--- src/rtl/simplez_pkg.sv ---
// -----------------------------------------------------------------------------
// simplez_pkg
// Shared definitions for the Simplez F system: serial-loader byte codes, RAM
// geometry (address/data widths and the start of the peripheral window, which
// the core's peripheral decode also uses) and the loader state encoding.
// -----------------------------------------------------------------------------
package simplez_pkg;

    localparam int AW = 9;   // RAM word address width
    localparam int DW = 12;  // RAM word width

    localparam logic [7:0] LOAD_CMD = 8'h4C;  // 'L' opens a load frame
    localparam logic [7:0] ACK_OK   = 8'h4B;  // 'K' verified load
    localparam logic [7:0] ACK_ERR  = 8'h45;  // 'E' rejected or failed load

    // First address of the memory-mapped peripheral window; RAM ends below it.
    localparam logic [AW-1:0] RAM_DATA_TOP = 9'h1F8;

    typedef enum logic [3:0] {
        S_IDLE,
        S_LEN_H,
        S_LEN_L,
        S_DATA_H,
        S_DATA_L,
        S_WRITE,
        S_CHK,
        S_RESP,
        S_DONE
    } loader_state_e;

    // States in which the loader is waiting on the host for the next byte,
    // and therefore where inter-byte silence counts towards the timeout.
    function automatic logic waits_for_host(input loader_state_e s);
        return s inside {S_LEN_H, S_LEN_L, S_DATA_H, S_DATA_L, S_CHK};
    endfunction

endpackage

--- src/rtl/loader_timeout.sv ---
// -----------------------------------------------------------------------------
// loader_timeout
// Inter-byte watchdog for the serial loader. A down-counter that reloads to
// TIMEOUT-1 whenever clr is high, counts down while en is high, and raises
// expire for one cycle when it has spent TIMEOUT enabled, uncleared cycles.
//
// Ports:
//   clk     in   system clock
//   rstn    in   asynchronous active-low reset
//   en      in   count enable (loader is waiting for a host byte)
//   clr     in   reload the counter (byte received, or counting disabled)
//   expire  out  one-cycle pulse on the TIMEOUT-th idle cycle
// -----------------------------------------------------------------------------
module loader_timeout #(
    parameter int TIMEOUT = 12000000  // must be >= 2
) (
    input  logic clk,
    input  logic rstn,
    input  logic en,
    input  logic clr,
    output logic expire
);

    localparam int            TW   = $clog2(TIMEOUT);
    localparam logic [TW-1:0] LOAD = TW'(TIMEOUT - 1);

    logic [TW-1:0] cnt_q, cnt_d;

    // NOTE: every signal assigned in always_comb gets a default first, so no
    // path leaves it unassigned and no latch is inferred.
    always_comb begin
        expire = en && !clr && (cnt_q == '0);
        cnt_d  = cnt_q;
        if (clr || expire) begin
            cnt_d = LOAD;  // reload after expiry so the pulse is one cycle wide
        end else if (en) begin
            cnt_d = cnt_q - TW'(1);
        end
    end

    // NOTE: state registers use non-blocking assignments so every flop samples
    // the pre-edge values of the others, independent of statement order.
    always_ff @(posedge clk or negedge rstn) begin
        if (!rstn) begin
            cnt_q <= LOAD;
        end else begin
            cnt_q <= cnt_d;
        end
    end

endmodule

--- src/rtl/simplez_loader.sv ---
// -----------------------------------------------------------------------------
// simplez_loader
// Serial bootloader for Simplez F. Receives 'L' N_H N_L {D_H D_L}*N CK from
// uart_rx, writes each 12-bit word into program RAM through the loader write
// path, answers 'K' or 'E' through uart_tx, and holds the core in reset from
// the accepted 'L' until a load has been verified.
//
// Ports:
//   clk, rstn            clock, asynchronous active-low reset
//   rx_rcv, rx_data      byte strobe and byte from uart_rx
//   tx_ready             uart_tx idle
//   tx_start, tx_data    one-cycle send request and response byte to uart_tx
//   ram_cs, ram_rw       write strobe pair (cs=1, rw=0 only in WRITE)
//   ram_addr, ram_din    RAM word address and write data
//   cpu_rstn             active-low reset to the Simplez core
//   busy                 frame in progress
//   err                  last frame failed; cleared by the next accepted 'L'
// -----------------------------------------------------------------------------
module simplez_loader
    import simplez_pkg::*;
#(
    parameter int BAUD      = 104,       // uart divisor (B115200); used by the uart instances only
    parameter int RAM_WORDS = 504,
    parameter int TIMEOUT   = 12000000
) (
    input  logic          clk,
    input  logic          rstn,
    input  logic          rx_rcv,
    input  logic [7:0]    rx_data,
    input  logic          tx_ready,
    output logic          tx_start,
    output logic [7:0]    tx_data,
    output logic          ram_cs,
    output logic          ram_rw,
    output logic [AW-1:0] ram_addr,
    output logic [DW-1:0] ram_din,
    output logic          cpu_rstn,
    output logic          busy,
    output logic          err
);

    // BAUD only shapes the uart instances beside this block; nothing to build.
    if (BAUD <= 0) begin : g_baud_unused
    end

    // Never let a frame reach the peripheral window, whatever RAM_WORDS says.
    localparam int MAX_WORDS = (RAM_WORDS < int'(RAM_DATA_TOP)) ? RAM_WORDS : int'(RAM_DATA_TOP);
    typedef logic [AW:0] len_ext_t;
    localparam len_ext_t MAX_N = len_ext_t'(MAX_WORDS);

    loader_state_e state_q, state_d;
    logic [AW-1:0] n_q, n_d;            // frame length in words
    logic [AW-1:0] cnt_q, cnt_d;        // next word address
    logic [7:0]    sum_q, sum_d;        // running checksum of data bytes
    logic [3:0]    nib_q, nib_d;        // high nibble from D_H
    logic          tx_start_q, tx_start_d;
    logic [7:0]    tx_data_q, tx_data_d;
    logic          ram_cs_q, ram_cs_d;
    logic          ram_rw_q, ram_rw_d;
    logic [AW-1:0] ram_addr_q, ram_addr_d;
    logic [DW-1:0] ram_din_q, ram_din_d;
    logic          cpu_rstn_q, cpu_rstn_d;
    logic          busy_q, busy_d;
    logic          err_q, err_d;

    logic          to_en, to_expire;
    logic [AW-1:0] n_new;

    assign to_en = waits_for_host(state_q);
    assign n_new = {n_q[AW-1], rx_data};

    loader_timeout #(.TIMEOUT(TIMEOUT)) u_timeout (
        .clk    (clk),
        .rstn   (rstn),
        .en     (to_en),
        .clr    (rx_rcv || !to_en),
        .expire (to_expire)
    );

    always_comb begin
        state_d    = state_q;
        n_d        = n_q;
        cnt_d      = cnt_q;
        sum_d      = sum_q;
        nib_d      = nib_q;
        tx_start_d = 1'b0;
        tx_data_d  = tx_data_q;
        ram_cs_d   = 1'b0;
        ram_rw_d   = 1'b1;
        ram_addr_d = ram_addr_q;
        ram_din_d  = ram_din_q;
        cpu_rstn_d = cpu_rstn_q;
        busy_d     = busy_q;
        err_d      = err_q;

        unique case (state_q)
            S_IDLE: if (rx_rcv && rx_data == LOAD_CMD) begin
                state_d    = S_LEN_H;
                busy_d     = 1'b1;
                err_d      = 1'b0;
                cpu_rstn_d = 1'b0;
                cnt_d      = '0;
                sum_d      = '0;
            end
            S_LEN_H: if (rx_rcv) begin
                n_d     = {rx_data[0], 8'h00};
                state_d = S_LEN_L;
            end
            S_LEN_L: if (rx_rcv) begin
                n_d = n_new;
                if ({1'b0, n_new} > MAX_N) begin
                    state_d   = S_RESP;
                    tx_data_d = ACK_ERR;
                    err_d     = 1'b1;
                end else if (n_new == '0) begin
                    state_d = S_CHK;
                end else begin
                    state_d = S_DATA_H;
                end
            end
            S_DATA_H: if (rx_rcv) begin
                nib_d   = rx_data[3:0];
                sum_d   = sum_q + rx_data;
                state_d = S_DATA_L;
            end
            S_DATA_L: if (rx_rcv) begin
                // Outputs are registered: set them up now so they are valid
                // for exactly the one cycle spent in WRITE.
                sum_d      = sum_q + rx_data;
                ram_cs_d   = 1'b1;
                ram_rw_d   = 1'b0;
                ram_addr_d = cnt_q;
                ram_din_d  = {nib_q, rx_data};
                state_d    = S_WRITE;
            end
            S_WRITE: begin
                cnt_d   = cnt_q + AW'(1);
                state_d = (cnt_d == n_q) ? S_CHK : S_DATA_H;
            end
            S_CHK: if (rx_rcv) begin
                state_d = S_RESP;
                if (rx_data == sum_q) begin
                    tx_data_d = ACK_OK;
                end else begin
                    tx_data_d = ACK_ERR;
                    err_d     = 1'b1;
                end
            end
            S_RESP: if (tx_ready) begin
                tx_start_d = 1'b1;
                state_d    = S_DONE;
            end
            S_DONE: begin
                // While our own start pulse is still out, uart_tx has not yet
                // had a chance to drop tx_ready; ignore it for that cycle.
                if (!tx_start_q && tx_ready) begin
                    state_d = S_IDLE;
                    busy_d  = 1'b0;
                    if (tx_data_q == ACK_OK) cpu_rstn_d = 1'b1;
                end
            end
            default: state_d = S_IDLE;
        endcase

        // Expiry only fires in host-wait states with no byte this cycle, so it
        // never collides with a transition taken above.
        if (to_expire) begin
            state_d   = S_RESP;
            tx_data_d = ACK_ERR;
            err_d     = 1'b1;
        end
    end

    always_ff @(posedge clk or negedge rstn) begin
        if (!rstn) begin
            state_q    <= S_IDLE;
            n_q        <= '0;
            cnt_q      <= '0;
            sum_q      <= '0;
            nib_q      <= '0;
            tx_start_q <= 1'b0;
            tx_data_q  <= '0;
            ram_cs_q   <= 1'b0;
            ram_rw_q   <= 1'b1;
            ram_addr_q <= '0;
            ram_din_q  <= '0;
            cpu_rstn_q <= 1'b1;
            busy_q     <= 1'b0;
            err_q      <= 1'b0;
        end else begin
            state_q    <= state_d;
            n_q        <= n_d;
            cnt_q      <= cnt_d;
            sum_q      <= sum_d;
            nib_q      <= nib_d;
            tx_start_q <= tx_start_d;
            tx_data_q  <= tx_data_d;
            ram_cs_q   <= ram_cs_d;
            ram_rw_q   <= ram_rw_d;
            ram_addr_q <= ram_addr_d;
            ram_din_q  <= ram_din_d;
            cpu_rstn_q <= cpu_rstn_d;
            busy_q     <= busy_d;
            err_q      <= err_d;
        end
    end

    assign tx_start = tx_start_q;
    assign tx_data  = tx_data_q;
    assign ram_cs   = ram_cs_q;
    assign ram_rw   = ram_rw_q;
    assign ram_addr = ram_addr_q;
    assign ram_din  = ram_din_q;
    assign cpu_rstn = cpu_rstn_q;
    assign busy     = busy_q;
    assign err      = err_q;

endmodule

--- config.mk ---
export PLATFORM = sky130hd
export DESIGN_NAME = simplez_loader
export DESIGN_NICKNAME = d
export VERILOG_FILES = /design/src/rtl/simplez_pkg.sv /design/src/rtl/loader_timeout.sv /design/src/rtl/simplez_loader.sv
export SDC_FILE = /design/constraint.sdc
export NUM_CORES = 1
export LEC_CHECK = 0
export CAP_MARGIN = 20
export CORE_MARGIN = 1
export CORE_UTILIZATION = 40
export CTS_CLUSTER_SIZE = 30
export DETAILED_ROUTE_END_ITERATION = 8
export PLACE_DENSITY = 0.69
export REMOVE_ABC_BUFFERS = 1
export SLEW_MARGIN = 20
export SYNTH_ARGS = -nofsm -noshare
export SYNTH_HDL_FRONTEND = slang
export SYNTH_SLANG_ARGS = --single-unit
--- constraint.sdc ---
create_clock -name clk -period 4.3 [get_ports clk]
set_input_delay 0.43 -clock clk [delete_from_list [all_inputs] [get_ports clk]]
set_output_delay 0.43 -clock clk [all_outputs]
set_load 0.01 [all_outputs]
==> results.json, run 1 <==
{
  "status": "complete, no violations",
  "vdd.ir_drop.worst_mv": 0.3153,
  "cts.path.max_buffers": 2,
  "power.leakage_nw": 2.140,
  "pre_cts_slack_ns": 1.451,
  "antenna_found_initial": 0,
  "nets": 486,
  "timing_hold_violations_final": 0,
  "hold_buffers": 0,
  "ys_ff_latch": 88,
  "drive_above_1_share": 0.1560,
  "postRouteAntennaNets": 0,
  "clk_latency_ns": 0.37,
  "antenna_cells": 0,
  "synth_compound_area_frac": 0.1167,
  "layout_setup_ws_ns": 1.722,
  "relSlewSlack": 0.4008,
  "wl_per_cell_um": 15.50,
  "post-route-period-util": 0.5994,
  "ys_top_cells_by_area": "dfrtp_1 (38%), dfstp_2 (11%), mux2_2 (5.5%)",
  "portBuffers": 43,
  "synth_cells": 425,
  "drc": 0,
  "slew_violations": 0,
  "p_per_area_nw_per_um2": 596.4,
  "cts_buffers": 9,
  "hp-class": "input pin to async pin",
  "avgSynthCellArea_um2": 10.60,
  "drt-total-wl_mm": 9.427,
  "critPathArrivalTime_ns": 2.81,
  "areaGrowthSynthToFinish_pct": 15.87,
  "gp_congestion": 0.8298,
  "reg2reg_slack_ns": 1.72,
  "placeableCoreArea_um2": 10890,
  "async_reset_ff_frac": 1.000,
  "dr.pass1.iters": 4,
  "synthDistinctLibCells": 60,
  "cp-end-kind": "flip-flop",
  "r2r_start": "state_q[0]$_DFFE_PN0P_",
  "cp-start-kind": "flip-flop",
  "crit_required_ns": 4.53,
  "htreeDepth": 3,
  "synth_xor_area_frac": 0.07391,
  "crit_fanout": 18,
  "ys_seq_area_frac": 0.4943,
  "die_h_um": 108.1,
  "rsz0062_at_grt": "false",
  "post_cts_buffers": 0,
  "drtIter0Drc": 148,
  "grt_max_degree": 49,
  "setup_viol": 0,
  "fmax_mhz": 388.0,
  "synth_top_family_by_area": "simple AND/OR/NAND/NOR gates",
  "synth_edf_count": 0,
  "synthMuxAreaShare": 0.06057,
  "vias_per_cell": 5.403,
  "yosysMostFrequentCell": "dfrtp_1",
  "numClockSinks": 88,
  "die_area_um2": 11690,
  "initial_core_util": 0.4136,
  "clockRootBuffer": "clkbuf_8",
  "fin_tns_setup_ns": 0,
  "synth_top_area_share": 0.3834,
  "ctsResizeCount": 0,
  "vias": 3285,
  "skew_ns": 0.01113,
  "syn_area_um2": 4503,
  "grt.total_usage": 0.1740,
  "grt_pass1_vias": 3283,
  "rr_worst_depth": 6,
  "synth-simple-area-share": 0.1923,
  "synth.largest_area_cell": "dfrtp_1",
  "ys_warn_count": 0,
  "period_minus_slack_ns": 2.578,
  "row_count": 38,
  "synthFlopType": "dfrtp_1",
  "grt_pass1_wl_mm": 15.55,
  "tightestPinTransition_ns": 0.8761,
  "synthAdderAreaFrac": 0.03223,
  "clk_pin_slew_ns": 0.09,
  "yosys-top-cells-count": "dfrtp_1 (69), nand2_1 (48), nor2_1 (36)",
  "criticalPathCategory": "flip-flop to flip-flop",
  "worstSetupStartpoint": "state_q[0]$_DFFE_PN0P_",
  "die_w_um": 108.1,
  "cap_violations": 0,
  "total_power_w": 0.003112,
  "hpwl_mm": 6.707,
  "io_pins": 47,
  "cts_tree": "yes",
  "grt_overflow": 0,
  "holdWs_ns": 0.06809
}
-- where the power goes --
group / internal, W / switching (W) / total [W]
Clock: 0.000282 / 0.000289 / 0.000571
Sequential: 0.00108 / 0.000236 / 0.00131
Combinational: 0.000643 / 0.000585 / 0.00123
Total: 0.00200 / 0.00111 / 0.00311
-- metal layers --
layer | up-vias | track usage | wire length [um]
li1 | 1584 | - | -
met1 | 1616 | 0.2008 | 4100
met2 | 65 | 0.3030 | 4769
met3 | 20 | 0.05124 | 362
met4 | 0 | 0.06556 | 194
met5 | - | 0 | 0
-- worst max-delay path, cell delays in order, from the launching register on --
cell	delay [ns]
dfrtp_1	0.67
nor3_1	0.14
a2111o_1	0.42
a31oi_2	0.70
nor2_1	0.18
o32ai_1	0.16
o221ai_1	0.16
-- stage by stage --
stage,instance area [um2],util,cells
6_report,5218,0.4792,608
5_1_grt,5218,0.4792,608
4_1_cts,5218,0.4792,608
3_5_place_dp,5027,0.4617,592
3_3_place_gp,5027,0.4617,592
2_1_floorplan,4409,-,407
-- registers in the layout, indices dropped and copies added (netlist names), 3 cells and up --
name	count
n_q	9
u_timeout.cnt_q	24
ram_din	12
cnt_q	9
sum_q	8
nib_q	4
state_q	4
tx_data	3
ram_addr	9
-- cell type report --
cell class / count / area [um2]
fill: 1016 / 5670
sequential: 88 / 2226
multi-input combinational: 311 / 2153
timing repair buffer: 45 / 442.9
tap: 140 / 175.2
clock buffer: 12 / 145.1
clock inverter: 4 / 45.04
inverter: 8 / 30.03
-- logic make-up (layout without fill, tap and decap cells) --
group                      after synthesis  after routing
muxes                                   24             24
AOI/OAI and AO/OA                       72             72
other                                    1              3
and+or+nand+nor                        163            163
xor gates and xnor gates                38             38
buffers and inverters                   28             69
DFF                                     88             88
adders and majority gates               11             11
-- worst paths after layout --
kind / endpoint
min: ram_addr[1]$_DFFE_PN0P_
max in group asynchronous: u_timeout.cnt_q[7]$_DFFE_PN1P_
max: state_q[2]$_DFFE_PN0P_
min in group clk: ram_din[8]$_DFFE_PN0P_
min reg2reg: ram_din[8]$_DFFE_PN0P_
max reg2reg: state_q[2]$_DFFE_PN0P_
-- placed cells by master, fill, tap and decap left out, types with 2 or more instances in the layout --
cell type and instances:
a211oi_1 2, a21o_1 3, a21oi_1 11, a22o_1 15, and2_0 2, and2_1 5, buf_4 3, clkbuf_1 2
clkbuf_8 10, clkdlybuf4s50_1 42, clkinv_2 3, conb_1 3, dfrtp_1 69, dfstp_2 19, ha_1 10, inv_1 8
mux2_2 22, nand2_1 48, nand2b_1 6, nand3_1 14, nand3b_1 3, nand4_1 4, nor2_1 36, nor2_2 2
nor2b_1 4, nor3_1 12, nor3b_1 4, nor4_1 6, nor4_2 3, nor4_4 2, o21ai_0 15, o21ai_1 2
o22ai_1 3, o31ai_1 3, o32ai_1 2, o41ai_1 3, or3_1 3, or4_4 3, xnor2_1 26, xor2_1 12
No activity file was read; power rests on OpenSTA's default activity.
==> run 2, diff against run 1 <==
--- a/config.mk
+++ b/config.mk
@@ -10,7 +10,7 @@
 export CORE_UTILIZATION = 40
 export CTS_CLUSTER_SIZE = 30
 export DETAILED_ROUTE_END_ITERATION = 8
-export PLACE_DENSITY = 0.69
+export PLACE_DENSITY = 0.71
 export REMOVE_ABC_BUFFERS = 1
 export SLEW_MARGIN = 20
 export SYNTH_ARGS = -nofsm -noshare
==> constraint.sdc (replaced) <==
create_clock -name clk -period 2.2 [get_ports clk]
set_input_delay 0.22 -clock clk [delete_from_list [all_inputs] [get_ports clk]]
set_output_delay 0.22 -clock clk [all_outputs]
set_load 0.01 [all_outputs]
==> results.json, run 2 (synthesis gave the netlist of run 1 again) <==
{
  "status": "complete, no violations",
  "antenna_cells": 0,
  "critPathArrivalTime_ns": 2.33,
  "grt.total_usage": 0.1865,
  "cts.path.max_buffers": 2,
  "crit_required_ns": 2.44,
  "hpwl_mm": 7.325,
  "antenna_found_initial": 0,
  "grt_pass1_wl_mm": 16.50,
  "fillers": 966,
  "clk_latency_ns": 0.38,
  "cp-end-kind": "flip-flop",
  "cts_buffers": 9,
  "clockRootBuffer": "clkbuf_8",
  "vias": 3384,
  "htreeDepth": 3,
  "die_h_um": 108.1,
  "slew_violations": 0,
  "gp_congestion": 0.8416,
  "wl_per_cell_um": 15.60,
  "cp-start-kind": "flip-flop",
  "setup_viol": 0,
  "final_common_cell": "dfrtp_1",
  "drt-total-wl_mm": 9.983,
  "drc": 0,
  "period_minus_slack_ns": 2.095,
  "crit_fanout": 18,
  "portBuffers": 43,
  "nets": 518,
  "row_count": 38,
  "clkPwrFrac": 0.168,
  "die_w_um": 108.1,
  "relSlewSlack": 0.5997,
  "p_sw_frac": 0.3669,
  "drive_above_1_share": 0.2220,
  "post_cts_buffers": 0,
  "grt_pass1_vias": 3424,
  "timing_hold_violations_final": 0,
  "skew_ns": 0.01417,
  "p_per_area_nw_per_um2": 1142,
  "placed_cell_area_um2": 5273,
  "vias_per_cell": 5.288,
  "areaGrowthSynthToFinish_pct": 22.06,
  "rsz0062_at_grt": "true",
  "intPower_w": 0.003973,
  "largest_reg_flops": 24,
  "cts_tree": "yes",
  "critPathMaxStageDelay_ns": 0.58,
  "postRouteAntennaNets": 0,
  "io_pins": 47,
  "drtIter0Drc": 165,
  "slowest_stage": "dfrtp_1",
  "dr.pass1.iters": 4,
  "comb_power_share": 0.421,
  "pwr-share-seq": 0.412,
  "max_flop_register": "u_timeout.cnt_q",
  "reg2reg_slack_ns": 0.11,
  "vdd.ir_drop.worst_mv": 0.6224,
  "clk_pin_slew_ns": 0.09,
  "grt_overflow": 0,
  "grt_max_degree": 57,
  "crit_chain": "nor4_2 > o31ai_4 > o311ai_1 > nor2_1 > o32ai_1 > o221ai_1",
  "stdcell_area_um2": 5497,
  "holdWs_ns": 0.3268,
  "fmax_mhz": 477.4,
  "criticalPathCategory": "flip-flop to flip-flop",
  "post-route-period-util": 0.9521,
  "power.leakage_nw": 2.287,
  "initial_core_util": 0.4136,
  "cap_violations": 0,
  "placeableCoreArea_um2": 10890,
  "numClockSinks": 88,
  "hp-class": "input pin to async pin",
  "p_switching_w": 0.002303,
  "tightestPinTransition_ns": 0.5964,
  "die_area_um2": 11690,
  "layout_common_cells": "dfrtp_1 (69), nand2_1 (48), clkdlybuf4s50_1 (42)"
}
==> run 2: final timing paths <==
path	from	depth (start not counted)	to
setup reg to reg	state_q[0]$_DFFE_PN0P_	6	state_q[2]$_DFFE_PN0P_
setup / recovery	state_q[0]$_DFFE_PN0P_	6	state_q[2]$_DFFE_PN0P_
hold / removal	rstn	2	cnt_q[3]$_DFFE_PN0P_
min in group clk	tx_data[2]$_DFFE_PN0P_	1	cpu_rstn$_DFFE_PN1P_
hold reg to reg	tx_data[2]$_DFFE_PN0P_	1	cpu_rstn$_DFFE_PN1P_
max in group asynchronous	rstn	3	u_timeout.cnt_q[16]$_DFFE_PN1P_
==> run 2: power by group through the flow <==
stage	combinational, W	clock, W	sequential (W)
after floorplan	0.00149	0	0.00259
after global placement	0.00252	0	0.00257
after detailed placement	0.00263	0	0.00260
after CTS	0.00264	0.00108	0.00257
after global routing	0.00290	0.00114	0.00265
final	0.00264	0.00105	0.00258
==> run 2: critical path, delay by kind of cell (launching register included) <==
family | cells | cell delay [ns]
simple gates | 2 | 0.67
compound gates | 4 | 0.69
flops | 1 | 0.58
==> run 2: repair_timing <==
item	4_1_cts	5_1_grt
resized for setup	0	7
endpoints found under the hold margin	31	0
setup endpoints to repair	0	10
hold buffers	1	0
==> run 2: per-layer routing <==
layer / track usage / up-vias / share of wire
li1: - / 1643 / -
met1: 0.2239 / 1641 / 0.43
met2: 0.3162 / 74 / 0.50
met3: 0.04340 / 26 / 0.040
met4: 0.08611 / 0 / 0.031
met5: 0 / - / 0
==> run 2: layout make-up <==
type / instances / area, um2 / area share
flip-flops and latches: 88 / 2226 / 0.4050
multi-input cells: 311 / 2185 / 0.3975
repair buffers: 77 / 698.2 / 0.1270
well taps: 140 / 175.2 / 0.03187
clock buffers: 11 / 141.4 / 0.02572
clock inverters: 5 / 41.29 / 0.007512
inverters: 8 / 30.03 / 0.005463
==> run 2: through the flow <==
step	setup WS (ns)	instances	util	TNS, ns	power (W)
2_1_floorplan	-0.3133	407	-	-1.331	0.004081
3_3_place_gp	-0.1716	623	0.4843	-1.179	0.005096
3_5_place_dp	-0.1981	623	0.4843	-1.451	0.005224
4_1_cts	0.07336	640	0.5020	0	0.006284
5_1_grt	-0.09477	640	0.5048	-0.09477	0.006697
6_report	0.1053	640	0.5048	0	0.006275
